File: src/rtl/mem_access_unit_pkg.sv
// Shared definitions for the MEM-stage data-memory access unit: widths,
// LSU funct3 encodings, FSM state type and the alignment legality rule.
package mem_access_unit_pkg;

  localparam int unsigned DEF_ARCH_WIDTH = 32;
  localparam int unsigned DEF_DATA_WIDTH = 32;

  localparam logic [2:0] FUNCT3_B  = 3'b000;
  localparam logic [2:0] FUNCT3_H  = 3'b001;
  localparam logic [2:0] FUNCT3_W  = 3'b010;
  localparam logic [2:0] FUNCT3_BU = 3'b100;
  localparam logic [2:0] FUNCT3_HU = 3'b101;

  typedef enum logic [1:0] {
    MEM_IDLE = 2'd0,
    MEM_REQ  = 2'd1,
    MEM_WAIT = 2'd2,
    MEM_DONE = 2'd3
  } mem_state_t;

  // size is funct3[1:0]; size 2'b11 is never a legal access
  function automatic logic is_misaligned(input logic [1:0] size, input logic [1:0] addr_lo);
    case (size)
      2'b00:   return 1'b0;
      2'b01:   return addr_lo[0];
      2'b10:   return addr_lo != 2'b00;
      default: return 1'b1;
    endcase
  endfunction

endpackage

File: src/rtl/mem_access_unit_load_align.sv
// Load data alignment: selects the addressed byte/half of the bus word and
// sign- or zero-extends it according to funct3.
module mem_load_align
  import mem_access_unit_pkg::*;
(
  input  logic [31:0] rdata,
  input  logic [1:0]  addr_lo,
  input  logic [2:0]  funct3,
  output logic [31:0] data
);

  logic [7:0]  byte_v;
  logic [15:0] half_v;

  assign byte_v = rdata[{addr_lo, 3'b000} +: 8];
  assign half_v = rdata[{addr_lo[1], 4'b0000} +: 16];

  always_comb begin
    data = rdata;
    case (funct3)
      FUNCT3_B:  data = {{24{byte_v[7]}}, byte_v};
      FUNCT3_H:  data = {{16{half_v[15]}}, half_v};
      FUNCT3_BU: data = {24'd0, byte_v};
      FUNCT3_HU: data = {16'd0, half_v};
      default:   data = rdata;
    endcase
  end

endmodule

File: src/rtl/mem_access_unit.sv
// MEM-stage data-memory access controller: req/gnt/rvalid bus handshake,
// store lane steering, load alignment, pipeline stall, timeout and flush handling.
module mem_access_unit
  import mem_access_unit_pkg::*;
#(
  parameter int unsigned ARCH_WIDTH = DEF_ARCH_WIDTH,
  parameter int unsigned DATA_WIDTH = DEF_DATA_WIDTH,
  parameter int unsigned TIMEOUT    = 64
) (
  input  logic                  clk,
  input  logic                  rst,
  input  logic                  flush,
  input  logic                  mem_valid,
  input  logic                  mem_read,
  input  logic                  mem_write,
  input  logic [2:0]            mem_funct3,
  input  logic [ARCH_WIDTH-1:0] mem_addr,
  input  logic [DATA_WIDTH-1:0] mem_wdata,
  output logic                  dmem_req,
  output logic                  dmem_we,
  output logic [ARCH_WIDTH-1:0] dmem_addr,
  output logic [3:0]            dmem_be,
  output logic [DATA_WIDTH-1:0] dmem_wdata,
  input  logic                  dmem_gnt,
  input  logic                  dmem_rvalid,
  input  logic [DATA_WIDTH-1:0] dmem_rdata,
  output logic [DATA_WIDTH-1:0] mem_data_mem_out,
  output logic                  mem_stall,
  output logic                  mem_done,
  output logic                  mem_misaligned,
  output logic                  mem_bus_err
);

  localparam int unsigned CNT_W = (TIMEOUT > 2) ? $clog2(TIMEOUT) : 1;

  mem_state_t             state_q, state_d;
  logic [CNT_W-1:0]       cnt_q;
  logic                   discard_q, discard_d;
  logic                   err_q, err_d;
  logic                   load_en;
  logic [ARCH_WIDTH-1:0]  addr_q;
  logic                   we_q;
  logic [3:0]             be_q, be_d;
  logic [DATA_WIDTH-1:0]  wdata_q, wdata_d;
  logic [2:0]             funct3_q;
  logic [DATA_WIDTH-1:0]  data_q, aligned;
  logic                   new_access, misaligned, start, timeout_hit;

  assign new_access  = mem_valid & (mem_read | mem_write) & ~flush;
  assign misaligned  = is_misaligned(mem_funct3[1:0], mem_addr[1:0]);
  assign start       = (state_q == MEM_IDLE) & new_access & ~misaligned;
  assign timeout_hit = (cnt_q == CNT_W'(TIMEOUT - 1));

  always_comb begin
    be_d    = 4'b1111;
    wdata_d = mem_wdata;
    case (mem_funct3[1:0])
      2'b00: begin
        be_d    = 4'b0001 << mem_addr[1:0];
        wdata_d = {4{mem_wdata[7:0]}};
      end
      2'b01: begin
        be_d    = mem_addr[1] ? 4'b1100 : 4'b0011;
        wdata_d = {2{mem_wdata[15:0]}};
      end
      default: ;
    endcase
  end

  mem_load_align u_load_align (
    .rdata   (dmem_rdata),
    .addr_lo (addr_q[1:0]),
    .funct3  (funct3_q),
    .data    (aligned)
  );

  always_ff @(posedge clk or negedge rst) begin
    if (!rst) state_q <= MEM_IDLE;
    else      state_q <= state_d;
  end

  // Discard is the OR of the stored flag and a same-cycle flush, so a flush
  // landing together with rvalid or timeout already suppresses the result.
  always_comb begin
    state_d   = state_q;
    discard_d = discard_q;
    err_d     = 1'b0;
    load_en   = 1'b0;
    case (state_q)
      MEM_IDLE: if (start) state_d = MEM_REQ;
      MEM_REQ: begin
        if (dmem_gnt) begin
          if (we_q) state_d = flush ? MEM_IDLE : MEM_DONE;
          else begin
            state_d   = MEM_WAIT;
            discard_d = flush;
          end
        end else if (flush) begin
          state_d = MEM_IDLE;
        end else if (timeout_hit) begin
          state_d = MEM_DONE;
          err_d   = 1'b1;
        end
      end
      MEM_WAIT: begin
        discard_d = discard_q | flush;
        if (dmem_rvalid) begin
          state_d = discard_d ? MEM_IDLE : MEM_DONE;
          load_en = ~discard_d;
        end else if (timeout_hit) begin
          state_d = discard_d ? MEM_IDLE : MEM_DONE;
          err_d   = ~discard_d;
        end
      end
      MEM_DONE: state_d = MEM_IDLE;
      default:  state_d = MEM_IDLE;
    endcase
    if (state_d == MEM_IDLE) discard_d = 1'b0;
  end

  always_comb begin
    dmem_req       = 1'b0;
    mem_stall      = 1'b0;
    mem_done       = 1'b0;
    mem_misaligned = 1'b0;
    mem_bus_err    = 1'b0;
    case (state_q)
      MEM_IDLE: begin
        if (new_access) begin
          mem_misaligned = misaligned;
          mem_done       = misaligned;
          mem_stall      = ~misaligned;
        end
      end
      MEM_REQ: begin
        dmem_req  = 1'b1;
        mem_stall = 1'b1;
      end
      MEM_WAIT: mem_stall = 1'b1;
      MEM_DONE: begin
        mem_done    = 1'b1;
        mem_bus_err = err_q;
      end
      default: ;
    endcase
  end

  always_ff @(posedge clk or negedge rst) begin
    if (!rst) begin
      cnt_q     <= '0;
      discard_q <= 1'b0;
      err_q     <= 1'b0;
      addr_q    <= '0;
      we_q      <= 1'b0;
      be_q      <= '0;
      wdata_q   <= '0;
      funct3_q  <= '0;
      data_q    <= '0;
    end else begin
      discard_q <= discard_d;
      err_q     <= err_d;
      if (state_d == MEM_IDLE)
        cnt_q <= '0;
      else if ((state_q == MEM_REQ) || (state_q == MEM_WAIT))
        cnt_q <= cnt_q + 1'b1;
      if (start) begin
        addr_q   <= mem_addr;
        we_q     <= mem_write;
        be_q     <= be_d;
        wdata_q  <= wdata_d;
        funct3_q <= mem_funct3;
      end
      if (load_en)    data_q <= aligned;
      else if (err_d) data_q <= '0;
    end
  end

  assign dmem_we          = we_q;
  assign dmem_addr        = {addr_q[ARCH_WIDTH-1:2], 2'b00};
  assign dmem_be          = be_q;
  assign dmem_wdata       = wdata_q;
  assign mem_data_mem_out = data_q;

endmodule

File: config.mk
export PLATFORM = sky130hd
export DESIGN_NAME = mem_access_unit
export DESIGN_NICKNAME = d
export VERILOG_FILES = /design/src/rtl/mem_access_unit_pkg.sv /design/src/rtl/mem_access_unit_load_align.sv /design/src/rtl/mem_access_unit.sv
export SDC_FILE = /design/constraint.sdc
export NUM_CORES = 1
export LEC_CHECK = 0
export BUFFER_PORTS_ARGS = -buffer_cell sky130_fd_sc_hd__buf_4
export CELL_PAD_IN_SITES_DETAIL_PLACEMENT = 1
export CELL_PAD_IN_SITES_GLOBAL_PLACEMENT = 1
export CORE_MARGIN = 2
export CORE_UTILIZATION = 37
export DETAILED_ROUTE_END_ITERATION = 16
export PLACE_DENSITY_LB_ADDON = 0.1
export SYNTH_ARGS = -nofsm -noshare
export SYNTH_HDL_FRONTEND = slang
export SYNTH_SLANG_ARGS = --single-unit
File: constraint.sdc
create_clock -name clk -period 2.22 [get_ports clk]
set_input_delay 0 -clock clk [delete_from_list [all_inputs] [get_ports clk]]
set_output_delay 0 -clock clk [all_outputs]
set_load 0.1 [all_outputs]
After elaboration in Yosys (flattened, before gate mapping)
Cells that the tools add are included.
Widths: inputs -> output; s select.
{"block": "op_classes", "add_sub_neg": 1, "n_eq_ne": 11, "n_shift": 3, "n_mux": 38, "n_bitwise": 9, "reduce_logical": 11}
{"cell": "$pmux 32 s4", "n": 1}
{"cell": "$mux 32", "n": 2}
{"cell": "$pmux 32 s2", "n": 1}
{"cell": "$shiftx 32x6->16", "n": 1}
{"cell": "$shiftx 32x6->8", "n": 1}
{"cell": "$mux 2", "n": 9}
{"cell": "$mux 1", "n": 15}
{"cell": "$mux 6", "n": 2}
{"cell": "$pmux 1 s2", "n": 4}
{"cell": "$pmux 2 s4", "n": 1}
{"cell": "$pmux 4 s2", "n": 1}
{"cell": "$add 6x1->6 const B", "n": 1}
{"cell": "$eq 2x2->1 const B", "n": 3}
{"cell": "$eq 3x3->1 const B", "n": 2}
{"cell": "$eq 6x6->1 const B", "n": 1}
{"cell": "$logic_not 2->1", "n": 3}
{"cell": "$ne 3x3->1 const B", "n": 2}
{"cell": "$reduce_bool 2->1", "n": 3}
{"cell": "$and 1x1->1", "n": 4}
{"cell": "$eq 2x1->1 const B", "n": 2}
{"cell": "$mux 4", "n": 1}
{"cell": "$shl 1x2->4 const A", "n": 1}
{"cell": "$eq 3x1->1 const B", "n": 1}
{"cell": "$logic_not 3->1", "n": 1}
{"cell": "7 further kinds", "n": 10}
{"block": "totals", "register_bits": 114, "inputBits": 107, "output_inout_bits": 106, "elab_cells": 83}

Depth between registers and ports, before layout
{"block": "logic_depth", "word_depth": 10, "mapped_depth": 10, "mapped_depth_nobuf": 8}

By module
From an unflattened synthesis, not the netlist that was laid out.
{"block": "hier_totals", "hier_cells": 613, "hier_area_um2": 6104.6}
{"mod": "mem_access_unit", "n_inst": 1, "cells_per_inst": 495, "area_per_inst_um2": 5310.1, "seq_area_each_um2": 2852.7}
{"mod": "mem_load_align", "n_inst": 1, "cells_per_inst": 118, "area_per_inst_um2": 794.5, "seq_area_each_um2": 0.0}

Worst setup path after synthesis
No wires, ideal clock.
{"block": "synth_timing", "kind": "flip-flop to output port", "startpoint": "register state_q[0]", "endpoint": "output mem_done", "arrival_ns": 3.951, "required_ns": 2.220, "path_slack_ns": -1.731, "stages_incl_launch_ff": 9, "path_buffers": 1, "cell_sequence": "dfrtp_1 inv_1 ha_1 nand2_1 or3_1 clkbuf_1 nor2_1 nor2_1 nor2_1"}
{"block": "synth_between", "elab_chain_cells": 2, "elab_cells_between_ends": 3, "classes_between": "1 x eq/ne; 1 x mux; 1 x reduce/logical"}
{"item": "start, declared", "line": "mem_access_unit.sv:36", "rtl": "mem_state_t state_q, state_d;"}
{"item": "start signal, assigned", "line": "mem_access_unit.sv:79", "rtl": "else state_q <= state_d;"}
{"item": "$eq 2x2->1 / $logic_not 2->1 (equally long branches)", "line": "mem_access_unit.sv:127", "rtl": "case (state_q)"}
{"item": "$pmux 1 s2 *", "line": "mem_access_unit.sv:127"}
{"item": "end, declared", "line": "mem_access_unit.sv:29", "rtl": "output logic mem_done,"}
Mark *: on every way between the ends. The rest lies on a longest branch, timed or not.

Worst setup path after layout
{"block": "layout_timing", "startpoint": "register state_q[0]", "endpoint": "register cnt_q[1]"}
{"block": "layout_between", "elab_chain_cells": 7, "elab_cells_between_ends": 17, "classes_between": "3 x eq/ne; 8 x mux; 2 x bitwise; 4 x reduce/logical"}
{"item": "$logic_not 2->1", "line": "mem_access_unit.sv:51, mem_access_unit.sv:89"}
{"item": "$and 1x1->1 (2 in a row)", "line": "mem_access_unit.sv:51", "rtl": "assign start = (state_q == MEM_IDLE) & new_access & ~misaligned;"}
{"item": "$mux 2", "line": "mem_access_unit.sv:90", "rtl": "MEM_IDLE: if (start) state_d = MEM_REQ;"}
{"item": "$pmux 2 s4", "line": "mem_access_unit.sv:89", "rtl": "case (state_q)"}
{"item": "$logic_not 2->1", "line": "mem_access_unit.sv:162", "rtl": "if (state_d == MEM_IDLE)"}
{"item": "$mux 6 / $reduce_bool 2->1 (equally long branches)"}
{"item": "end signal, assigned", "line": "mem_access_unit.sv:165", "rtl": "cnt_q <= cnt_q + 1'b1;"}
{"item": "end, declared", "line": "mem_access_unit.sv:37", "rtl": "logic [CNT_W-1:0] cnt_q;"}
Several ways; a longest one is shown, not always the timed one.
A chain may end at the register's enable or synchronous reset.

==> metrics.json <==
{
  "detailroute.via_count": {"value": 5310},
  "crit_required": {"value": 2550, "unit": "ps"},
  "clock_skew": {"value": 7.31, "unit": "ps"},
  "drc_errors": {"value": 0},
  "netlist-cell-type-count": {"value": 53},
  "rsz0062_at_grt": {"value": "no"},
  "endpoint_kind": {"value": "flip-flop"},
  "synth_enable_flop_cells": {"value": 0},
  "area_growth": {"value": 59.9, "unit": "%"},
  "outcome": {"value": "finished clean"},
  "wl_met3": {"value": 930, "unit": "um"},
  "placedInstanceArea": {"value": 7400, "unit": "um^2"},
  "met2_wirelength": {"value": 10200, "unit": "um"},
  "clk_transition_reported_paths": {"value": 60, "unit": "ps"},
  "timing.fmax": {"value": 473, "unit": "MHz"},
  "postSynth.topFlopCell": {"value": "sky130_fd_sc_hd__dfrtp_1"},
  "core-area": {"value": 15100, "unit": "um^2"},
  "criticalPathCategory": {"value": "flip-flop to flip-flop"},
  "io-pin-count": {"value": 213},
  "detail-route-antenna-nets": {"value": 0},
  "die_area": {"value": 16400, "unit": "um^2"},
  "average_cell_area_after_synthesis": {"value": 10.9, "unit": "um^2"},
  "row_count": {"value": 45},
  "clock_path_buffers": {"value": 2},
  "buffer_type_at_the_clock_tree_root": {"value": "sky130_fd_sc_hd__clkbuf_16"},
  "grt_first_pass_wirelength": {"value": 30000, "unit": "um"},
  "cts.sinks": {"value": 114},
  "cts_inserted_buffers": {"value": 17},
  "netlist.area_leader.share": {"value": 50.1, "unit": "%"},
  "highest_layer": {"value": "met4"},
  "place.port_buffers": {"value": 210},
  "tritoncts": {"value": "yes"},
  "start_kind": {"value": "flip-flop"},
  "wl_per_cell": {"value": 19.1, "unit": "um"},
  "grt_pass1_vias": {"value": 5746},
  "layout_cells_sized_above_1": {"value": 42.9, "unit": "%"},
  "register_area": {"value": 2850, "unit": "um^2"},
  "path_class_of_the_lowest_slack_min_delay_path": {"value": "input port to flip-flop"},
  "post_synthesis_async_set_or_reset_flop_share": {"value": 100, "unit": "%"},
  "synth.most_common_cell": {"value": "sky130_fd_sc_hd__dfrtp_1"},
  "postSynthCellCount": {"value": 520},
  "worstMarginPinSlew": {"value": 621, "unit": "ps"},
  "netlist.top_cell.by_area": {"value": "sky130_fd_sc_hd__dfrtp_1"},
  "via_count_normalized_by_instance_count": {"value": 5.18},
  "postLayoutCellArea": {"value": 9100, "unit": "um^2"},
  "met1_length": {"value": 8030, "unit": "um"},
  "grt.overflow.total": {"value": 0},
  "antenna_found_initial": {"value": 0},
  "syn-cell-area": {"value": 5690, "unit": "um^2"},
  "floorplan.initialDensity": {"value": 37.7, "unit": "%"},
  "multi_input_area": {"value": 2460, "unit": "um^2"},
  "synth.yosys.seq_area_share": {"value": 50.1, "unit": "%"},
  "yosys_warnings": {"value": 0},
  "routed_wirelength": {"value": 19600, "unit": "um"},
  "grt_start_max_net_pins": {"value": 87},
  "finalSetupViolCount": {"value": 0},
  "finalHoldViolations": {"value": 0},
  "ys_ff_latch": {"value": 114},
  "timing.final.crit_period": {"value": 2110, "unit": "ps"},
  "dr.pass1.iters": {"value": 4},
  "clk-insertion-delay-late": {"value": 420, "unit": "ps"},
  "synth_area_leaders": {"value": "sky130_fd_sc_hd__dfrtp_1 (50%), sky130_fd_sc_hd__mux2_2 (8.9%), sky130_fd_sc_hd__mux2i_1 (5.1%), sky130_fd_sc_hd__buf_4 (4.6%), sky130_fd_sc_hd__o21ai_0 (4.0%)"},
  "fin_nets": {"value": 936},
  "maxSlewHeadroom": {"value": 58.6, "unit": "%"},
  "final.period_utilization": {"value": 95.2, "unit": "%"},
  "global_route.usage.total": {"value": 23.6, "unit": "%"},
  "drt-initial-drc-count": {"value": 221},
  "path_max_fanout": {"value": 7},
  "htree_levels": {"value": 4},
  "y_dimension_of_the_die": {"value": 128, "unit": "um"},
  "synth.cells.most_frequent": {"value": "sky130_fd_sc_hd__dfrtp_1 (114), sky130_fd_sc_hd__nand2_1 (51), sky130_fd_sc_hd__o21ai_0 (46)"},
  "die_width": {"value": 128, "unit": "um"},
  "post-dp-hpwl": {"value": 12500, "unit": "um"},
  "gpl.final_weighted_congestion": {"value": 0.781},
  "timing.final.max_slew_violations": {"value": 0},
  "layout.filler_cells": {"value": 1606},
  "cap_violations": {"value": 0},
  "critical_path_arrival": {"value": 2440, "unit": "ps"}
}
==> stage by stage <==
step                      util, %  TNS [ps]  cells  hold slack [ps]  setup WS, ps
final                        60.3         0   1026             41.1           107
after global routing         60.3         0   1025             57.5          13.7
after CTS                    59.6         0   1015             27.3          10.2
after detailed placement     49.0     -2750    887             12.6          -211
after global placement       49.0      -425    887             8.26         -79.8
after floorplan                 -     -1760    521             -296          -221
==> worst max-delay path: stages (launching register included) <==
cell and delay (ps):
sky130_fd_sc_hd__dfrtp_1 400, sky130_fd_sc_hd__inv_2 100, sky130_fd_sc_hd__ha_2 210, sky130_fd_sc_hd__nand2b_1 90
sky130_fd_sc_hd__buf_4 140, sky130_fd_sc_hd__a31oi_1 330, sky130_fd_sc_hd__nor2_1 150, sky130_fd_sc_hd__a221o_1 400
sky130_fd_sc_hd__a31oi_1 200
==> flip-flops by register name, indices dropped and copies added (netlist names), 2 cells and up <==
signal / count
state_q: 2
dmem_be: 4
funct3_q: 3
addr_q: 32
mem_data_mem_out: 32
dmem_wdata: 32
cnt_q: 6
==> area by class of cell <==
class | count | area share, %
inverter | 18 | 0.742
clock buffer | 17 | 4.67
clock inverter | 15 | 1.76
antenna | 1 | 0.0275
timing repair buffer | 347 | 31.8
tap | 188 | 2.58
multi-input combinational | 326 | 27.0
sequential | 114 | 31.3
==> final timing paths <==
kind / from / to / slack [ps] / cells after the start
min in group asynchronous: rst / mem_data_mem_out[25] / 110 / 2
worst min-delay path: dmem_rdata[8] / mem_data_mem_out[8] / 40 / 4
worst min register to register: dmem_wdata[11] / dmem_wdata[11] / 480 / 2
max in group asynchronous: rst / mem_data_mem_out[16] / 1360 / 3
worst max-delay path: state_q[0] / cnt_q[1] / 110 / 8
worst max register to register: state_q[0] / cnt_q[1] / 110 / 8
==> layer usage <==
metal / GRT usage (%) / vias to the layer above
li1: - / 2456
met1: 28.2 / 2641
met2: 42.0 / 182
met3: 5.13 / 31
met4: 8.21 / 0
met5: 0 / -
==> cells by family after synthesis <==
group	Yosys count	synth area share [%]
and+or+nand+nor	101	8.03
xor gates and xnor gates	7	1.08
muxes	76	14.8
other	1	0.0659
AOI/OAI and AO/OA	134	16.6
DFF	114	50.1
buffers and inverters	82	8.25
adders and majority gates	5	1.10
==> cells in the final DEF, fill, tap and decap left out, types with 7 or more instances in the layout <==
master | synthesis | routed
sky130_fd_sc_hd__inv_1 | 17 | 15
sky130_fd_sc_hd__a21o_1 | 8 | 8
sky130_fd_sc_hd__nand2_1 | 51 | 49
sky130_fd_sc_hd__buf_4 | 35 | 245
sky130_fd_sc_hd__a221o_1 | 7 | 7
sky130_fd_sc_hd__o21ai_0 | 46 | 46
sky130_fd_sc_hd__a31oi_1 | 8 | 8
sky130_fd_sc_hd__mux2_2 | 45 | 45
sky130_fd_sc_hd__nor2_1 | 22 | 18
sky130_fd_sc_hd__mux2i_1 | 29 | 29
sky130_fd_sc_hd__a21oi_1 | 18 | 17
sky130_fd_sc_hd__dfrtp_1 | 114 | 114
sky130_fd_sc_hd__a221o_2 | 10 | 10
sky130_fd_sc_hd__dlygate4sd3_1 | 0 | 96
sky130_fd_sc_hd__clkbuf_16 | 0 | 17
==> repair_timing <==
item	4_1_cts	5_1_grt
hold buffers	96	0
pin swaps	0	2
cloned	0	2
setup endpoints to repair	32	34
setup buffers	0	8
endpoints found under the hold margin	136	0
resized for setup	10	9
Power is left out: the tool's default activity adds up to more than one toggle a clock period on the data nets, which glitch-free logic cannot reach.
